### src/rtl/sched_pkg.sv
// -----------------------------------------------------------------------------
// sched_pkg
// Shared definitions for the fsm_scheduler slice:
//   - sched_state_t : scheduler states S_IDLE / S_START / S_RUN / S_DONE
//   - CS_*          : encodings of the core FSM state output `cs`
//   - cs_is_legal() : true for the five defined core states (000..100)
// -----------------------------------------------------------------------------
package sched_pkg;

    typedef enum logic [1:0] {
        S_IDLE  = 2'd0,
        S_START = 2'd1,
        S_RUN   = 2'd2,
        S_DONE  = 2'd3
    } sched_state_t;

    localparam logic [2:0] CS_IDLE   = 3'b000;
    localparam logic [2:0] CS_FETCHA = 3'b001;
    localparam logic [2:0] CS_FETCHB = 3'b010;
    localparam logic [2:0] CS_EXECA  = 3'b011;
    localparam logic [2:0] CS_EXECB  = 3'b100;

    // Codes 101..111 are never produced by a healthy core.
    function automatic logic cs_is_legal(input logic [2:0] cs);
        return (cs <= CS_EXECB);
    endfunction

endpackage

### src/rtl/rr_arbiter.sv
// -----------------------------------------------------------------------------
// rr_arbiter
// Purely combinational round-robin pick. Searches upward from i_last+1 with
// wrap-around and returns the first requester found as a one-hot vector.
// Ports:
//   i_req   [NREQ-1:0]         request levels
//   i_last  [$clog2(NREQ)-1:0] index of the previous winner (held by caller)
//   o_grant [NREQ-1:0]         one-hot winner (all zero when no request)
//   o_valid                    at least one request present
// -----------------------------------------------------------------------------
module rr_arbiter #(
    parameter int NREQ = 4
) (
    input  logic [NREQ-1:0]         i_req,
    input  logic [$clog2(NREQ)-1:0] i_last,
    output logic [NREQ-1:0]         o_grant,
    output logic                    o_valid
);

    always_comb begin
        o_grant = '0;
        o_valid = 1'b0;
        // Offset 1 first so the previous winner is considered last.
        for (int k = 1; k <= NREQ; k++) begin
            if (!o_valid && i_req[(int'(i_last) + k) % NREQ]) begin
                o_grant[(int'(i_last) + k) % NREQ] = 1'b1;
                o_valid = 1'b1;
            end
        end
    end

endmodule

### src/rtl/fsm_scheduler.sv
// -----------------------------------------------------------------------------
// fsm_scheduler
// Round-robin scheduler sharing one fetch/execute core FSM between NREQ
// requesters. Each grant buys one burst of max(burst_len,1) instructions.
// Optional feature macro: SCHED_ABORT_EN (adds i_abort, early burst abort).
// Ports:
//   i_clk, i_reset        clock / asynchronous active-high reset
//   i_req   [NREQ-1:0]    level request per requester
//   i_ext   [NREQ-1:0]    per-requester extended-execute enable
//   i_burst_len           instructions per burst, sampled at grant (0 -> 1)
//   i_cs    [2:0]         core state output
//   i_abort               (SCHED_ABORT_EN only) abort the running burst
//   o_grant [NREQ-1:0]    registered one-hot grant
//   o_run                 registered one-cycle start pulse to the core
//   o_cont, o_halt        core controls, combinational from i_cs + state
//   o_done  [NREQ-1:0]    burst-complete pulse to the granted requester
//   o_err                 abnormal-end pulse alongside o_done
//   o_busy                scheduler not in S_IDLE
// -----------------------------------------------------------------------------
module fsm_scheduler
    import sched_pkg::*;
#(
    parameter int NREQ    = 4,
    parameter int BURST_W = 4
) (
    input  logic               i_clk,
    input  logic               i_reset,
    input  logic [NREQ-1:0]    i_req,
    input  logic [NREQ-1:0]    i_ext,
    input  logic [BURST_W-1:0] i_burst_len,
    input  logic [2:0]         i_cs,
`ifdef SCHED_ABORT_EN
    input  logic               i_abort,
`endif
    output logic [NREQ-1:0]    o_grant,
    output logic               o_run,
    output logic               o_cont,
    output logic               o_halt,
    output logic [NREQ-1:0]    o_done,
    output logic               o_err,
    output logic               o_busy
);

    localparam int LW = $clog2(NREQ);

    sched_state_t       r_state;
    logic [NREQ-1:0]    r_grant;
    logic               r_run;
    logic [NREQ-1:0]    r_done;
    logic               r_err;
    logic [LW-1:0]      r_last;
    logic [BURST_W-1:0] r_icount;
    logic [BURST_W-1:0] r_burst_q;
    logic               r_ext_q;
    logic               r_abort_q;

    logic [NREQ-1:0]    w_win;
    logic               w_valid;
    logic [LW-1:0]      w_win_idx;
    logic [BURST_W-1:0] w_burst;
    logic               w_execa;
    logic               w_last_instr;
    logic               w_core_bad;
    logic               w_abort_hit;

    rr_arbiter #(.NREQ(NREQ)) u_arb (
        .i_req   (i_req),
        .i_last  (r_last),
        .o_grant (w_win),
        .o_valid (w_valid)
    );

    // One-hot winner back to an index for the round-robin pointer.
    always_comb begin
        w_win_idx = '0;
        for (int i = 0; i < NREQ; i++) begin
            if (w_win[i]) w_win_idx = LW'(i);
        end
    end

    assign w_burst      = (i_burst_len == '0) ? BURST_W'(1) : i_burst_len;
    assign w_execa      = (r_state == S_RUN) && (i_cs == CS_EXECA);
    assign w_last_instr = (r_icount == (r_burst_q - BURST_W'(1)));
    // The core dropping back to IDLE (or reporting garbage) mid-burst means
    // the burst can no longer complete normally.
    assign w_core_bad   = (i_cs == CS_IDLE) || !cs_is_legal(i_cs);

`ifdef SCHED_ABORT_EN
    assign w_abort_hit  = i_abort && (r_state == S_RUN);
`else
    assign w_abort_hit  = 1'b0;
`endif

    // Final instruction (by count or pending abort) halts and never extends.
    assign o_halt  = w_execa && (w_last_instr || r_abort_q);
    assign o_cont  = w_execa && !o_halt && r_ext_q;
    assign o_grant = r_grant;
    assign o_run   = r_run;
    assign o_done  = r_done;
    assign o_err   = r_err;
    assign o_busy  = (r_state != S_IDLE);

    always_ff @(posedge i_clk or posedge i_reset) begin
        if (i_reset) begin
            r_state   <= S_IDLE;
            r_grant   <= '0;
            r_run     <= 1'b0;
            r_done    <= '0;
            r_err     <= 1'b0;
            r_last    <= LW'(NREQ - 1);
            r_icount  <= '0;
            r_burst_q <= BURST_W'(1);
            r_ext_q   <= 1'b0;
            r_abort_q <= 1'b0;
        end else begin
            r_run  <= 1'b0;
            r_done <= '0;
            r_err  <= 1'b0;
            case (r_state)
                S_IDLE: begin
                    r_abort_q <= 1'b0;
                    if (w_valid) begin
                        r_grant   <= w_win;
                        r_last    <= w_win_idx;
                        r_burst_q <= w_burst;
                        r_ext_q   <= |(i_ext & w_win);
                        r_icount  <= '0;
                        r_run     <= 1'b1;
                        r_state   <= S_START;
                    end
                end
                S_START: begin
                    r_state <= S_RUN;
                end
                S_RUN: begin
                    if (w_abort_hit) r_abort_q <= 1'b1;
                    if (w_execa) r_icount <= r_icount + BURST_W'(1);
                    if (o_halt) begin
                        r_done  <= r_grant;
                        r_err   <= r_abort_q;
                        r_state <= S_DONE;
                    end else if (w_core_bad) begin
                        r_done  <= r_grant;
                        r_err   <= 1'b1;
                        r_state <= S_DONE;
                    end
                end
                S_DONE: begin
                    r_grant <= '0;
                    r_state <= S_IDLE;
                end
                default: r_state <= S_IDLE;
            endcase
        end
    end

endmodule

### config.mk
export PLATFORM = sky130hd
export DESIGN_NAME = fsm_scheduler
export DESIGN_NICKNAME = d
export VERILOG_FILES = /design/src/rtl/sched_pkg.sv /design/src/rtl/rr_arbiter.sv /design/src/rtl/fsm_scheduler.sv
export SDC_FILE = /design/constraint.sdc
export NUM_CORES = 1
export LEC_CHECK = 0
export ABC_AREA = 1
export CAP_MARGIN = 20
export CORE_ASPECT_RATIO = 1.25
export CORE_MARGIN = 2
export CORE_UTILIZATION = 55
export DETAILED_ROUTE_END_ITERATION = 8
export PLACE_DENSITY = 0.85
export REMOVE_ABC_BUFFERS = 1
export SETUP_SLACK_MARGIN = 0.1
export SYNTH_ARGS = -nofsm -noshare
export SYNTH_HDL_FRONTEND = slang
export SYNTH_SLANG_ARGS = --single-unit
### constraint.sdc
create_clock -name i_clk -period 5.05 [get_ports i_clk]
set_input_delay 1.2625 -clock i_clk [delete_from_list [all_inputs] [get_ports i_clk]]
set_output_delay 1.2625 -clock i_clk [all_outputs]
set_load 0.02 [all_outputs]
# Word level (Yosys, flattened, before mapping)
# Cells that the tools add are included.
# classes
add_sub_neg	6
magnitude_cmp	9
n_eq_ne	8
mux	49
bitwise_logic	8
reduce_logical	32
# op_table
cell	n
2-to-1 mux 4 bit	11
2-to-1 mux 1 bit	22
less-than comparator 3 x 4 -> 1 bit (second input constant)	4
case mux 4 bit (2 select lines)	2
greater-or-equal comparator 3 x 1 -> 1 bit (second input constant)	4
bitwise OR 4 bit	3
logical AND 1 bit	11
2-to-1 mux 2 bit	5
binary-select mux 1 bit (select 2 bit)	4
demux 1 bit (select 2 bit)	4
case mux 2 bit (4 select lines)	1
OR reduction 2 bit	4
AND reduction 2 bit	3
nonzero test 2 bit	3
zero test 1 bit	5
adder 2 x 1 -> 2 bit (second input constant)	2
adder 2 bit (second input constant)	2
adder 4 x 1 -> 4 bit (second input constant)	1
AND 1 bit (first input constant)	4
AND 4 bit	1
== test 2 bit (second input constant)	2
== test 4 bit	1
zero test 4 bit	1
OR reduction 4 bit	1
11 further kinds	11
# word_totals
reg_bits	23
inputBits	17
out_inout_bits	13
word_cells	121

# Longest topological paths before layout
# depth
word_depth	19
mapped_depth	13
mapped_depth_nobuf	13

# By module
# A second synthesis with hierarchy kept.
# unflattened
hier_cells	221
hier_area_um2	1624.1
# by_module_without_submodules
mod	n_inst	cells_per_inst	area_each_um2	seq_area_each_um2
fsm_scheduler	1	141	1172.4	579.3
rr_arbiter	1	80	451.7	0.0

# Worst setup path after synthesis
# OpenSTA, ideal clock, no wires.
# synth_timing
path_kind	input -> output
from	input port i_cs[2]
to	output port o_cont
arrival_ps	1825
required_ps	3788
setup_slack_ps	1963
stages	5
path_buffers	0
path_cell_list	inv_1 -> nand4_1 -> inv_1 -> nand2_1 -> nor2_1
# synth_between
elab_chain_cells	6
# synth_rtl
item	line_no	text
start: declaration	fsm_scheduler.sv:31	input logic [2:0] i_cs,
== test 3 x 2 -> 1 bit *	fsm_scheduler.sv:82	assign w_execa = (r_state == S_RUN) && (i_cs == CS_EXECA);
logical AND 1 bit *	fsm_scheduler.sv:82	
logical AND 1 bit	fsm_scheduler.sv:95	assign o_halt = w_execa && (w_last_instr || r_abort_q);
zero test 1 bit	fsm_scheduler.sv:96	assign o_cont = w_execa && !o_halt && r_ext_q;
logical AND 1 bit * (2 in series)	fsm_scheduler.sv:96	
end: declaration	fsm_scheduler.sv:37	output logic o_cont,
# Every way passes the cells marked *; elsewhere a longest branch is shown, timed or not.

# Worst setup path in the final report
# layout_timing
from	input port i_cs[0]
to	output port o_cont
# The elaborated chain is that of the path after synthesis.

==> metrics.txt <==
outcome=complete, no violations; final setup vio count=0; Rel. slew slack=0.428; GRT Total Usage=0.227; Initial Util=0.577; CP cell instances=clkdlybuf4s50_1 -> nand4_1 -> inv_1 -> nand2_1 -> nor2_1 -> clkdlybuf4s50_1; Clock Skew=0.00463 ns; Tmin final=4.03 ns; Slowest cell on crit path=clkdlybuf4s50_1; CORE AREA=0.00292 sq mm; CP Launch Type=input pin; CP max stage delay=0.60 ns; detail-routed via count per cell=5.06; Data required, critical path=3.79 ns; synth unique cells=33; nets@finish=276; Antenna Nets Post-Route=0; cts repair resizes=0; top_reg_cell synth=dfrtp_1; Yosys reg bits=23; TritonCTS clock tree=done; Hold Vio Cnt, Final=0; Clock Path Buffers=2; via count=1418; total wire length=3310 um; sequential-to-total area share from yosys stat=0.344; first-pass GRT wire length=5950 um; GRT Residual Overflow=0; Placed Instances=276; wire length per cell=11.8 um; static leakage=1.00 nW; P per Cell Area=625 mW/mm^2; Peak VDD IR=0.000510 V; # diodes=0; Die ar.=0.00352 sq mm; worst-path maximum fanout=2; clock sink count=23; synthesized area per cell=7.98 sq um; Maximum Capacitance Violations=0; kind of critical path=in -> out; Most Frequent Cell on Critical Path=clkdlybuf4s50_1; Pins Over Slew Limit=0; GPL Wtd Cong=0.889; min-delay worst type=reg -> reg; die width=53.5 um; Post-CTS Hold Fix Bufs=0; Root Driver=clkbuf_4; Syn-to-layout area delta=21.5%; Row Count=22; family with the most delay on the worst path=buffers and inverters; Gate Count Post-Synth=211; IO buf count=29; clock slew at reported path FFs=0.12 ns; vias in the first global route=1420; Die Ht=65.9 um; I/O pin count=30; largest net degree at the start of global routing=24; final-layout fill cell count=238; f_max=248 MHz; iteration count of the initial detailed-routing pass=5; final core occ=0.701; Pwr Total=1.28 mW; Post-CTS Setup Inserts=0; CTS Buf Count=3; Setup TNS=0 ns; initial antenna violation count=0; Cell Count, Final, Fillers Out=280; hpwl dp=2750 um; Multi-input gate area=972 sq um; Post-synth ARST share=1.00; Tightest Pin Transition=0.857 ns; Post-synth EDFFs=0; DR DRC count=0; crit path DAT=2.77 ns; Clock Latency Late Sink=0.30 ns; fin crit share=0.798; DRT iter0 DRCs=16; layout cell share with drive strength beyond 1=0.152; # H-tree levels=1; CP endpoint kind=output port; RSZ-0062 raised after global routing=false; Synth Cell Area=0.00168 sq mm; FF/Latch Area=579 sq um; synth warn=0; worst path bufs/invs=3
metal layers:
layer	track usage	wire length [um]	vias up
li1	-	-	732
met1	0.261	1360	653
met2	0.407	1780	25
met3	0.0294	67	8
met4	0.0929	95	0
met5	0	0	-
per-stage QoR:
| step | worst slack (ns) | hold slack (ns) | cell area (sq um) |
|---|---|---|---|
| final | 1.02 | 0.522 | 2050 |
| after global routing | 0.896 | 0.553 | 2050 |
| after CTS | 1.02 | 0.519 | 2050 |
| after detailed placement | 1.02 | 0.502 | 2020 |
| after global placement | 1.11 | 0.482 | 2020 |
| after floorplan | 1.96 | 0.467 | 1680 |
power breakdown:
part / switching [mW] / internal [mW]
Clock: 0.0510 / 0.0308
Sequential: 0.0636 / 0.258
Combinational: 0.548 / 0.327
layout make-up:
cell class	instances	share of cell area
inverters	34	0.0648
clock buffers	4	0.0128
flip-flops and latches	23	0.283
multi-input cells	154	0.475
well taps	36	0.0220
repair buffers	29	0.142
Yosys cell counts, types with 2 or more instances:
| cell type | instances | area (sq um) |
|---|---|---|
| nand2_1 | 55 | 206 |
| nand4_1 | 2 | 12.5 |
| a22oi_2 | 2 | 25.0 |
| nand3_4 | 2 | 35.0 |
| ha_1 | 14 | 175 |
| o21ai_0 | 3 | 15.0 |
| dfstp_2 | 3 | 78.8 |
| nand3_1 | 19 | 95.1 |
| or2_2 | 2 | 12.5 |
| nor2_1 | 18 | 67.6 |
| xor2_1 | 3 | 26.3 |
| o21ai_2 | 3 | 26.3 |
| nand3_2 | 3 | 30.0 |
| nand2_2 | 4 | 25.0 |
| inv_2 | 3 | 11.3 |
| o21ai_4 | 2 | 32.5 |
| inv_1 | 30 | 113 |
| dfrtp_1 | 20 | 500 |
| o31ai_1 | 2 | 15.0 |
| nand2_4 | 3 | 33.8 |
| o21ai_1 | 3 | 15.0 |
| xnor2_1 | 4 | 35.0 |
tightest hold or removal path: cells and delay by family (launching register included):
kind,cells,cell delay [ns]
and+or+nand+nor,1,0.06
DFF,1,0.41
AOI/OAI and AO/OA,1,0.06
logic make-up after synthesis:
group	share of synthesized area
and+or+nand+nor	0.331
adders and majority gates	0.104
xor gates and xnor gates	0.0364
DFF	0.344
AOI/OAI and AO/OA	0.105
buffers and inverters	0.0788
sequential cells by signal (all words and copies together), names as in the netlist:
name and flops:
r_state 2, r_ext_q 1, r_last 2, r_icount 4, o_run 1, o_err 1, o_grant 4, r_burst_q 4
o_done 4
cells in the final DEF (no fill, tap or decap), drive strengths merged:
cell	count
dfstp	3
nand4	2
inv	34
nor3b	1
o22ai	1
o21ai	11
nand3	24
or2	2
ha	14
a31oi	1
xnor2	4
a21oi	3
clkdlybuf4s50	29
nand2	62
dfrtp	20
clkbuf	4
nor2	20
a22oi	2
xor2	3
nor3	2
o31ai	2
final timing paths:
kind	start	end	slack, ns	cells past startpoint
worst max-delay path	i_cs[0]	o_cont	1.02	6
worst min-delay path	r_burst_q[0]$_DFFE_PP1P_	r_burst_q[0]$_DFFE_PP1P_	0.52	2
worst max register to register	r_last[1]$_DFFE_PP1P_	o_grant[2]$_DFFE_PP0P_	2.67	11
worst min register to register	r_burst_q[0]$_DFFE_PP1P_	r_burst_q[0]$_DFFE_PP1P_	0.52	2
max in group asynchronous	i_reset	r_burst_q[1]$_DFFE_PP0P_	3.10	2
min in group asynchronous	i_reset	r_burst_q[3]$_DFFE_PP0P_	1.43	2
Power figures use the tool's default switching activity.
